$ cat config.mk
export PLATFORM = sky130hd
export DESIGN_NAME = instr_fetch
export DESIGN_NICKNAME = d
export VERILOG_FILES = /design/src/rtl/instr_fetch.sv
export SDC_FILE = /design/constraint.sdc
export NUM_CORES = 1
export LEC_CHECK = 0
export BUFFER_PORTS_ARGS = -buffer_cell sky130_fd_sc_hd__buf_2
export CORE_AREA = 2 2 129 81
export CTS_CLUSTER_SIZE = 8
export DETAILED_ROUTE_END_ITERATION = 16
export DIE_AREA = 0 0 131 83
export PLACE_DENSITY_LB_ADDON = 0.08
export SLEW_MARGIN = 20
export SYNTH_ARGS = -nofsm -noshare
export SYNTH_HDL_FRONTEND = slang
export SYNTH_SLANG_ARGS = --single-unit
$ cat constraint.sdc
create_clock -name clk -period 3.9 [get_ports clk]
set_input_delay 0.585 -clock clk [delete_from_list [all_inputs] [get_ports clk]]
set_output_delay 0.585 -clock clk [all_outputs]
set_load 0.05 [all_outputs]
$ cat src/rtl/instr_fetch.sv
// Instruction fetch unit: one outstanding memory read, redirect handling, sticky error HALT.
// Optional build macro INSTR_FETCH_ILLEGAL_CHECK_EN rejects words whose bits [1:0] != 2'b11.
module instr_fetch #(
    parameter logic [31:0] RESET_PC = 32'h0000_0000
) (
    input  logic        clk,
    input  logic        rst,
    output logic        mem_req,
    output logic [31:0] mem_addr,
    input  logic        mem_gnt,
    input  logic        mem_rvalid,
    input  logic [31:0] mem_rdata,
    input  logic        stall,
    input  logic        redirect_valid,
    input  logic [31:0] redirect_pc,
    output logic        dec_ce,
    output logic [31:0] dec_instr,
    output logic [31:0] dec_pc,
    output logic        fetch_err
);

    localparam logic [31:0] NOP_INSTR = 32'h0000_0013;

    typedef enum logic [2:0] {
        FETCH = 3'd0,
        WAIT  = 3'd1,
        ISSUE = 3'd2,
        DRAIN = 3'd3,
        HALT  = 3'd4
    } state_e;

    state_e      state_q, state_d;
    logic [31:0] pc_q, pc_d;
    logic [31:0] instr_q, instr_d;
    logic [31:0] dpc_q, dpc_d;
    logic        err_q, err_d;

    function automatic logic is_aligned(input logic [31:0] addr);
        return (addr[1:0] == 2'b00);
    endfunction

    function automatic logic is_legal(input logic [31:0] word);
`ifdef INSTR_FETCH_ILLEGAL_CHECK_EN
        return (word[1:0] == 2'b11);
`else
        return 1'b1;
`endif
    endfunction

    // Next-state logic: redirect outranks every other event outside HALT.
    always_comb begin
        state_d = state_q;
        pc_d    = pc_q;
        instr_d = instr_q;
        dpc_d   = dpc_q;
        err_d   = err_q;
        if (state_q != HALT && redirect_valid) begin
            if (!is_aligned(redirect_pc)) begin
                err_d   = 1'b1;
                state_d = HALT;
            end else begin
                pc_d = redirect_pc;
                // An in-flight read must still be absorbed before fetching again.
                if (state_q == WAIT || state_q == DRAIN) begin
                    state_d = mem_rvalid ? FETCH : DRAIN;
                end else begin
                    state_d = FETCH;
                end
            end
        end else begin
            case (state_q)
                FETCH: begin
                    if (mem_gnt) begin
                        state_d = WAIT;
                    end else begin
                        state_d = FETCH;
                    end
                end
                WAIT: begin
                    if (!mem_rvalid) begin
                        state_d = WAIT;
                    end else if (is_legal(mem_rdata)) begin
                        instr_d = mem_rdata;
                        dpc_d   = pc_q;
                        state_d = ISSUE;
                    end else begin
                        err_d   = 1'b1;
                        state_d = HALT;
                    end
                end
                ISSUE: begin
                    if (!stall) begin
                        pc_d    = pc_q + 32'd4;
                        state_d = FETCH;
                    end else begin
                        state_d = ISSUE;
                    end
                end
                DRAIN: begin
                    if (mem_rvalid) begin
                        state_d = FETCH;
                    end else begin
                        state_d = DRAIN;
                    end
                end
                HALT: begin
                    state_d = HALT;
                end
                default: begin
                    err_d   = 1'b1;
                    state_d = HALT;
                end
            endcase
        end
    end

    // State and datapath registers.
    always_ff @(posedge clk or posedge rst) begin
        if (rst) begin
            state_q <= FETCH;
            pc_q    <= RESET_PC;
            instr_q <= NOP_INSTR;
            dpc_q   <= RESET_PC;
            err_q   <= 1'b0;
        end else begin
            state_q <= state_d;
            pc_q    <= pc_d;
            instr_q <= instr_d;
            dpc_q   <= dpc_d;
            err_q   <= err_d;
        end
    end

    // A same-cycle redirect must suppress both the request and the issue strobe.
    assign mem_req   = !rst && (state_q == FETCH) && !redirect_valid;
    assign mem_addr  = pc_q;
    assign dec_ce    = (state_q == ISSUE) && !stall && !redirect_valid;
    assign dec_instr = instr_q;
    assign dec_pc    = dpc_q;
    assign fetch_err = err_q;

endmodule
======== Yosys cells after proc, flatten, opt, wreduce, memory -nomap -nowiden ========
Index checks and enable logic that the tools add are counted.
cells by class
  add/subtract/negate cells ............... 1
  eq/ne operators ......................... 9
  multiplexer cells ....................... 15
  bitwise operators ....................... 1
  reduce and logical (&&, ||, !) cells .... 16
operator list
  operator                                                                 number
  32-bit two-way mux                                                       4
  32-bit by 3-bit adder with 32-bit output, second input constant          1
  3-bit case mux with 4 select lines                                       1
  2-bit two-way mux                                                        4
  3-bit by 2-bit == test with 1-bit output, second input constant          2
  3-bit two-way mux                                                        2
  2-bit by 1-bit inequality test with 1-bit output, second input constant  3
  3-bit AND reduction                                                      2
  1-bit logical AND                                                        5
  5-bit OR reduction                                                       1
  1-bit two-way mux                                                        4
  3-bit by 1-bit == test with 1-bit output, second input constant          1
  3-bit == test, second input constant                                     1
  1-bit zero test                                                          3
  3-bit zero test                                                          1
  3-bit inequality test, second input constant                             1
  2-bit zero test                                                          1
  2-bit inequality test, second input constant                             1
  2-bit AND reduction                                                      1
  2-bit nonzero test                                                       1
  1-bit logical OR                                                         1
  1-bit inverter                                                           1
word-level totals
  register bits ........................... 100
  input port bits ......................... 70
  output and inout bits ................... 99

======== Longest topological paths before layout ========
Gate-level depths: netlist of run 1.
  word-level depth ........................ 5
  depth in mapped cells ................... 8
  gate-level depth less buffers ........... 6

======== Least setup slack after synthesis of run 1 ========
No wires, ideal clock.
  kind .................................... input-to-output
  from .................................... input redirect_valid
  to ...................................... output mem_req
  data arrival time ....................... 2302 ps
  setup slack ............................. 1013 ps
  stages on the path ...................... 2
  cells stage by stage .................... or2_1 > nor4_1
on the way
  cells in the longest elaborated chain, start to end .. 2
RTL lines
  what               line  source
  from (decl)        14    input logic redirect_valid,
  1-bit zero test    135   assign mem_req = !rst && (state_q == FETCH) && !redirect_valid;
  1-bit logical AND  135
  to (decl)          8     output logic mem_req,
No other way between the ends.

======== Worst setup path in the final report of run 1 ========
  from .................................... register state_q[2]
  to ...................................... output dec_ce
on the way
  cells in the longest elaborated chain, start to end .. 3
RTL lines
  what                                      line  source
  from (decl)                               32    state_e state_q, state_d;
  from (signal assigned)                    126   state_q <= state_d;
  3-bit by 2-bit == test with 1-bit output  137   assign dec_ce = (state_q == ISSUE) && !stall && !redirect_valid;
  1-bit logical AND (2 in series)           137
  to (decl)                                 16    output logic dec_ce,
No other way between the ends.

==> metrics.txt, run 1 <==
Fin. Hold Viols=0; Synth Register Bits=100; EDFF count, synth=0; Antenna Nets Post-Route=0; VDD IR max=0.2359 mV; Slew Limit Fails=0; synthesized area=4693 sq um; area grow syn2layout=24.63%; Critical Path Source Type=flop; first-pass GRT wire length=19390 um; prevailing post-synth register cell=dfrtp_1; worst-path maximum fanout=12; initial core utilization=48.71%; Clock Tree Buf Depth=2; Post-synth ARST share=100.0%; post-DR vias/cell=5.541; most frequent cells in the layout=buf_2, dfrtp_1, mux2_2; initial antenna violation count=2; worst skew pair latency=350 ps; Max-Cap Viols=0; DIE AREA=10870 sq um; DRC viols=0; setup violators final=0; Warnings, synthesis=0; GRT Util Overall=22.75%; TritonCTS clock tree=built; Post-CTS Resized=0; I/O pins=169; status=finished, final reports clean; First DRT Iteration DRCs=248; synth unique cells=56; worst hold margin=236.8 ps; postcts setup bufs=0; slew margin rel.=30.17%; Tightest Pin Transition=1045 ps; Clock transition at path regs=70 ps; Mean Syn Cell Area=11.62 sq um; nets=632; Clock Sink Count=100; Post-Syn Nets=475; Sum Neg Setup Slack=0 ps; Crit path largest cell delay=500 ps; largest net degree at the start of global routing=59; Tot Pwr=2.248 mW; height of the die=83 um; Chip Width=131 um; Hold Crit Class=in -> async; cell row count=28; register area share after synthesis=53.40%; CP Data Required Time=3310 ps; Final HPWL DP=8758 um; crit path capture type=output port; CTS H-Tree Depth=3; Vias=3890; CTS Buf Count=9; Hold Buf Count CTS=0; CTS Root Cell=clkbuf_16; Cells after Synth=404; drt wl/cell=17.09 um; pwr/cell area=384.3 nW/um^2; slowest CP cell=inv_1; Total Routed Length=12000 um; vias in the first global route=3826; Pre-antenna DRT Iters=5; fin crit period=2723 ps; Setup Skew=7.051 ps; core region area=9634 sq um; Worst Path Arrival=2140 ps; ratio of cells with drive above 1 in the final layout=45.94%; grt ovf=0; crit path kind=reg -> out; PortBufs=168; static leakage=3.052 nW; Final period util=69.83%; Reg2Reg Depth=5; crit-path cells=nor2_1 -> nand3_1 -> inv_1 -> buf_2; gpl congestion=0.8629; commonest non-fill, non-tap cell in the layout=buf_2; RSZ-0062 raised after global routing=no; Max Clk Rate=367.2 MHz
==> cell usage after synthesis (6+ instances only) <==
library cell | n | area (sq um)
a21oi_1 | 24 | 120.1
a31oi_1 | 8 | 50.05
mux2_1 | 7 | 78.83
mux2_2 | 57 | 641.9
nand4_1 | 10 | 62.56
dfrtp_1 | 97 | 2427
nand2_1 | 21 | 78.83
and3_1 | 7 | 43.79
nor2_1 | 29 | 108.9
clkbuf_1 | 6 | 22.52
nand3_1 | 20 | 100.1
nor3_1 | 8 | 40.04
buf_2 | 13 | 65.06
o21ai_0 | 12 | 60.06
buf_6 | 6 | 67.56
==> registers in the layout (all words and copies together) (netlist names) <==
name and count:
dec_instr 32, dec_pc 32, fetch_err 1, mem_addr 32
state_q 3
==> cell type report <==
| class | count | area (sq um) |
|---|---|---|
| Antenna cell | 1 | 2.502 |
| Multi-Input combinational cell | 272 | 2001 |
| Clock inverter | 4 | 25.02 |
| Clock buffer | 12 | 246.5 |
| Inverter | 5 | 21.27 |
| Tap cell | 135 | 168.9 |
| Fill cell | 839 | 3785 |
| Timing Repair Buffer | 173 | 878.3 |
| Sequential cell | 100 | 2506 |
==> routing by layer <==
metal	global-route usage [%]	part of all wire (%)	vias to the layer above
met5	0	0	-
met4	6.190	1.2	0
met3	6.250	8.7	13
met2	33.49	43	163
met1	33.05	47	1896
li1	-	-	1818
==> worst max-delay path, delay by kind of cell, from the launching register on <==
family                 cells  cell delay [ps]
buffers and inverters      2              860
flip-flops                 1              420
AND/OR/NAND/NOR            2              510
==> per-stage QoR <==
stage / instance area [sq um] / std cells / utilization (%) / setup slack [ps]
2_1_floorplan: 4693 / 404 / - / 701.2
4_1_cts: 5847 / 701 / 60.69 / 1210
6_report: 5849 / 702 / 60.71 / 1177
5_1_grt: 5847 / 701 / 60.69 / 1093
3_5_place_dp: 5575 / 685 / 57.87 / 1219
3_3_place_gp: 5575 / 685 / 57.87 / 1356
==> worst paths after layout <==
path	to	slack, ps	from
worst min-delay path	mem_addr[16]	240	rst
min in group clk	mem_addr[18]	450	redirect_pc[18]
worst max-delay path	dec_ce	1180	state_q[2]
max in group asynchronous	dec_instr[0]	2820	rst
worst max register to register	mem_addr[19]	1340	state_q[1]
worst min register to register	dec_instr[13]	480	dec_instr[13]
==> where the power goes <==
group | total [mW] | switching, mW | leakage [nW] | internal [mW]
registers | 1.13 | 0.0485 | 1.35 | 1.08
clock network | 0.826 | 0.378 | 0.129 | 0.448
logic | 0.295 | 0.212 | 1.57 | 0.0835
==> kinds of logic after synthesis <==
group / count (synthesis) / share of synthesized area [%]
mux: 65 / 15.57
simple gates: 127 / 15.54
flops: 100 / 53.40
fa+ha+maj: 1 / 0.2666
compound gates: 78 / 11.01
buf+inv: 32 / 4.025
xor+xnor: 1 / 0.1867
No activity file was read; power rests on OpenSTA's default activity.
==> run 2, diff against run 1 <==
CORE_AREA = 2 2 135 85   (was 2 2 129 81)
DIE_AREA = 0 0 137 87   (was 0 0 131 83)
clock period = 2.4 ns   (was 3.9 ns; I/O delays follow)
==> metrics.txt, run 2 (synthesis gave the netlist of run 1 again) <==
Chip Width=137 um (+4.6%); most frequent cells in the layout=buf_2, dfrtp_1, mux2_2; status=finished, final reports clean; nets=640 (+1.3%); Post-CTS Resized=0 (unchanged); Setup Skew=6.630 ps (-0.4208 ps); Clock transition at path regs=60 ps (about the same); Vias=3811 (-2.0%); RSZ-0062 raised after global routing=no; drt wl/cell=16.71 um (-2.2%); fill count=987 (+18%); Antenna Nets Post-Route=0 (unchanged); cell row count=30 (+7.1%); initial antenna violation count=1 (-1); Max-Cap Viols=0 (unchanged); # diodes=0 (-1); area grow syn2layout=27.57%; setup violators final=0 (unchanged); Slew Limit Fails=0 (unchanged); crit path kind=reg -> out; Routed met2 length=5352 um (+3.5%); I/O pins=169 (unchanged); grt ovf=0 (unchanged); CTS Root Cell=clkbuf_16; commonest non-fill, non-tap cell in the layout=buf_2; TritonCTS clock tree=built; Hold Buf Count CTS=0 (unchanged); Tightest Pin Transition=683.5 ps (-361.4 ps); CTS H-Tree Depth=3 (unchanged); postcts setup bufs=0 (unchanged); crit path capture type=output port; slew margin rel.=54.33% (+24 points); pwr/cell area=628.4 nW/um^2 (+64%); gpl congestion=0.8230 (-4.6%); Final period util=92.65%; Final HPWL DP=8815 um (+0.65%); vias in the first global route=3642 (-4.8%); Critical Path Source Type=flop; Fin. Hold Viols=0 (unchanged); DRC viols=0 (unchanged); Hold Crit Class=in -> async; static leakage=3.120 nW (+2.2%); Sum Neg Setup Slack=0 ps (unchanged); first-pass GRT wire length=18630 um (-3.9%); VDD IR max=0.4328 mV (+83%); largest net degree at the start of global routing=59 (unchanged); worst-path maximum fanout=7 (-5); Worst Path Arrival=1860 ps (-280 ps); height of the die=87 um (+4.8%); Pre-antenna DRT Iters=5 (unchanged); Clock Sink Count=100 (unchanged); DIE AREA=11920 sq um (+9.6%); CTS Buf Count=9 (unchanged); core region area=10810 sq um (+12%); CP Data Required Time=2040 ps (-1270 ps); ratio of cells with drive above 1 in the final layout=46.86% (+0.93 points); PortBufs=168 (unchanged); fin crit period=2224 ps; Total Routed Length=12000 um (unchanged); worst skew pair latency=340 ps (about the same); Max Clk Rate=449.7 MHz; post-DR vias/cell=5.308 (-4.2%); initial core utilization=43.41% (-5.3 points); top sig layer=met4; First DRT Iteration DRCs=284 (+15%); worst slack at placement=426.8 ps (-792.1 ps); Reg2Reg Depth=5 (unchanged); Clock Tree Buf Depth=2 (unchanged); worst setup margin=176.4 ps (-1000 ps); wl on met1=5530 um (-1.9%); GRT Util Overall=20.39% (-2.4 points); Routed met3 length=993 um (-5.3%)
==> run 2: cell count changes in the layout (fill, tap and decap cells not counted) <==
cell	before	now
clkinv_4	0	1
inv_4	1	0
buf_12	0	3
clkinvlp_4	2	1
nor4_2	2	3
nor4_1	4	3
diode_2	1	0
bufinv_16	0	1
buf_4	5	10
==> run 2: path summary, 6_finish.rpt <==
check,from,to,slack (ps)
min in group clk,redirect_pc[18],mem_addr[18],230
max in group asynchronous,rst,dec_instr[1],1560
min reg2reg,fetch_err,fetch_err,460
max reg2reg,state_q[1],mem_addr[28],420
max,state_q[2],dec_ce,180
min,rst,fetch_err,140
==> run 2: routing by layer <==
layer / global-route usage, % / up-vias
li1: - / 1828
met1: 28.99 / 1846
met2: 29.94 / 124
met3: 6.574 / 13
met4: 5.811 / 0
met5: 0 / -
==> run 2: power by group <==
| part | total, mW | internal (mW) | switching (mW) |
|---|---|---|---|
| registers | 1.82 | 1.75 | 0.0714 |
| logic | 0.494 | 0.143 | 0.351 |
| clock network | 1.45 | 0.836 | 0.609 |
| total | 3.76 | 2.73 | 1.03 |
==> run 2: final cells by class <==
class	instances	area [sq um]	area share, %
inverters	5	22.52	0.3762
flip-flops and latches	100	2506	41.86
repair buffers	181	975.9	16.30
clock inverters	4	48.80	0.8150
multi-input cells	272	2007	33.52
well taps	144	180.2	3.009
clock buffers	12	246.5	4.117
==> run 2: critical path, stage by stage (launching register included) <==
cell and delay, ps:
dfrtp_1 410, nor2_1 200, nand3_1 290, inv_1 300
buf_2 320
==> run 2: stage by stage <==
| stage | power, mW | area [sq um] | instances | utilization, % | hold slack, ps |
|---|---|---|---|---|---|
| after global routing | 3.930 | 5987 | 718 | 55.38 | 174.0 |
| final | 3.762 | 5987 | 718 | 55.38 | 137.6 |
| after floorplan | 2.175 | 4703 | 404 | - | 452.0 |
| after CTS | 3.813 | 5987 | 718 | 55.38 | 154.2 |
| after detailed placement | 2.355 | 5692 | 702 | 52.65 | 446.7 |
| after global placement | 2.348 | 5692 | 702 | 52.65 | 457.7 |
==> run 3, diff against run 2 <==
CELL_PAD_IN_SITES_DETAIL_PLACEMENT = 1   (was default)
CELL_PAD_IN_SITES_GLOBAL_PLACEMENT = 1   (was default)
CORE_AREA = 2 2 155 97   (was 2 2 135 85)
DIE_AREA = 0 0 157 99   (was 0 0 137 87)
==> metrics.txt, run 3 (synthesis gave the netlist of run 1 again) <==
GRT Util Overall=18.71% (-1.7 points); Pre-antenna DRT Iters=4 (-1); pwr/cell area=632.4 nW/um^2 (+0.63%); cell area after layout=6095 sq um (+1.8%); Routed met3 length=720 um (-27%); share of power burned in registers=47.3% (-1.2 points); commonest non-fill, non-tap cell in the layout=buf_2; crit-path cells=nor2_1 -> nand3_1 -> inv_2 -> buf_2; PortBufs=168 (unchanged); Clock Sink Count=100 (unchanged); R2R setup slack=370 ps (-50 ps); Net Sw Power=1.130 mW (+9.5%); top sig layer=met5; Max Clk Rate=443.3 MHz (-1.4%); grt ovf=0 (unchanged); Worst Path Arrival=1900 ps (+40 ps); Crit path largest cell delay=420 ps (about the same); core region area=14080 sq um (+30%); wl on met1=7054 um (+28%); I/O pins=169 (unchanged); worst setup margin=144.0 ps (-32.34 ps); vias in the first global route=4057 (+11%); Power Internal=2.724 mW (-0.23%); Tightest Pin Transition=756.2 ps (+72.63 ps); Seq. cell area=2506 sq um (unchanged); Clock transition at path regs=70 ps (about the same); Vias=3914 (+2.7%); post-DR vias/cell=5.057 (-4.7%); Max-Cap Viols=0 (unchanged); Fin. Hold Viols=0 (unchanged); clock power share=39.4% (+1.0 points); slew margin rel.=49.48% (-4.9 points); CP Data Required Time=2040 ps (about the same); CTS H-Tree Depth=3 (unchanged); Routed met2 length=6240 um (+17%); Final period util=94.00% (+1.3 points); RSZ-0062 raised after global routing=no; slowest CP cell=dfrtp_1; area grow syn2layout=29.86%; Crit path buffers/inverters=2 (unchanged); worst-path maximum fanout=7 (unchanged); static leakage=3.132 nW (+0.38%); Tot Pwr=3.854 mW (+2.4%); # diodes=0 (unchanged); worst skew pair latency=340 ps (about the same); most frequent cells in the layout=buf_2, dfrtp_1, mux2_2; First DRT Iteration DRCs=166 (-42%); Sum Neg Setup Slack=0 ps (unchanged); VDD IR max=0.3678 mV (-15%); height of the die=99 um (+14%); area of the multi-input gates=2007 sq um (unchanged); Critical Path Source Type=flop; fin crit period=2256 ps (+32.34 ps); initial core utilization=33.33% (-10 points); nets=642 (+0.31%); critical path depth in cells=4 (unchanged); crit path capture type=output port; Comb pwr share=13.3% (+0.2 points); fill count=1590 (+61%); CTS Root Cell=clkbuf_16; Setup Skew=9.280 ps (+2.650 ps); Slew Limit Fails=0 (unchanged); DIE AREA=15540 sq um (+30%); DRC viols=0 (unchanged); status=finished, final reports clean; crit path kind=reg -> out; placed inst area=5787 sq um (+1.7%); Sw Share=29.32% (+1.9 points); Total Routed Length=14200 um (+18%); postcts setup bufs=0 (unchanged); drt wl/cell=18.35 um (+9.8%); ratio of cells with drive above 1 in the final layout=47.57% (+0.71 points); Clock Tree Buf Depth=2 (unchanged); setup violators final=0 (unchanged); Antenna Nets Post-Route=0 (unchanged); largest net degree at the start of global routing=59 (unchanged); gpl congestion=0.8126 (-1.3%); Final HPWL DP=10480 um (+19%); Hold Crit Class=in -> async; Reg2Reg Depth=5 (unchanged); CTS Buf Count=9 (unchanged); cell row count=34 (+13%); worst slack at placement=263.0 ps (-163.7 ps); first-pass GRT wire length=22630 um (+21%); initial antenna violation count=1 (unchanged); TritonCTS clock tree=built; Chip Width=157 um (+15%); CP top delay family=buffers and inverters
==> run 3: what timing repair did <==
| action | CTS | global route |
|---|---|---|
| hold buffers | 0 | 0 |
| gates resized for setup | 0 | 1 |
| endpoints found under the setup margin | 0 | 1 |
==> run 3: through the flow <==
step / hold slack [ps] / util [%] / cells
floorplan: 452.0 / - / 404
global placement: 461.9 / 41.10 / 758
detailed placement: 448.5 / 41.10 / 758
CTS: 172.7 / 43.28 / 774
global route: 203.0 / 43.28 / 774
finish: 159.3 / 43.28 / 774
==> run 3: worst reg2reg max path, delay by kind of cell, from the launching register on <==
family / cells / cell delay [ps]
simple gates: 4 / 1230
compound gates: 1 / 200
flops: 1 / 500
==> run 3: area by class of cell <==
type / instances / area share [%]
inverter: 5 / 0.3695
clock inverter: 7 / 1.355
timing repair buffer: 183 / 16.46
tap: 198 / 4.065
multi-input combinational: 272 / 32.93
sequential: 100 / 41.12
clock buffer: 9 / 3.695
==> run 3: final timing paths <==
path                                end            start
setup / recovery                 dec_ce       state_q[2]
hold / removal               state_q[1]              rst
setup reg to reg            mem_addr[4]       state_q[1]
hold reg to reg               fetch_err        fetch_err
max in group asynchronous  dec_instr[4]              rst
min in group clk           mem_addr[18]  redirect_pc[18]
==> run 3: metal layers <==
layer  up-vias  track usage, %
li1       1831               -
met1      1951           27.81
met2       113           27.53
met3        17           4.529
met4         2           4.093
met5         -               0
==> run 3: power groups by stage <==
stage / Combinational (mW) / Clock [mW] / Sequential, mW
final: 0.512 / 1.52 / 1.82
after global routing: 0.545 / 1.65 / 1.83
after CTS: 0.520 / 1.59 / 1.82
after floorplan: 0.108 / 0 / 2.07
after detailed placement: 0.519 / 0 / 1.85
after global placement: 0.514 / 0 / 1.85
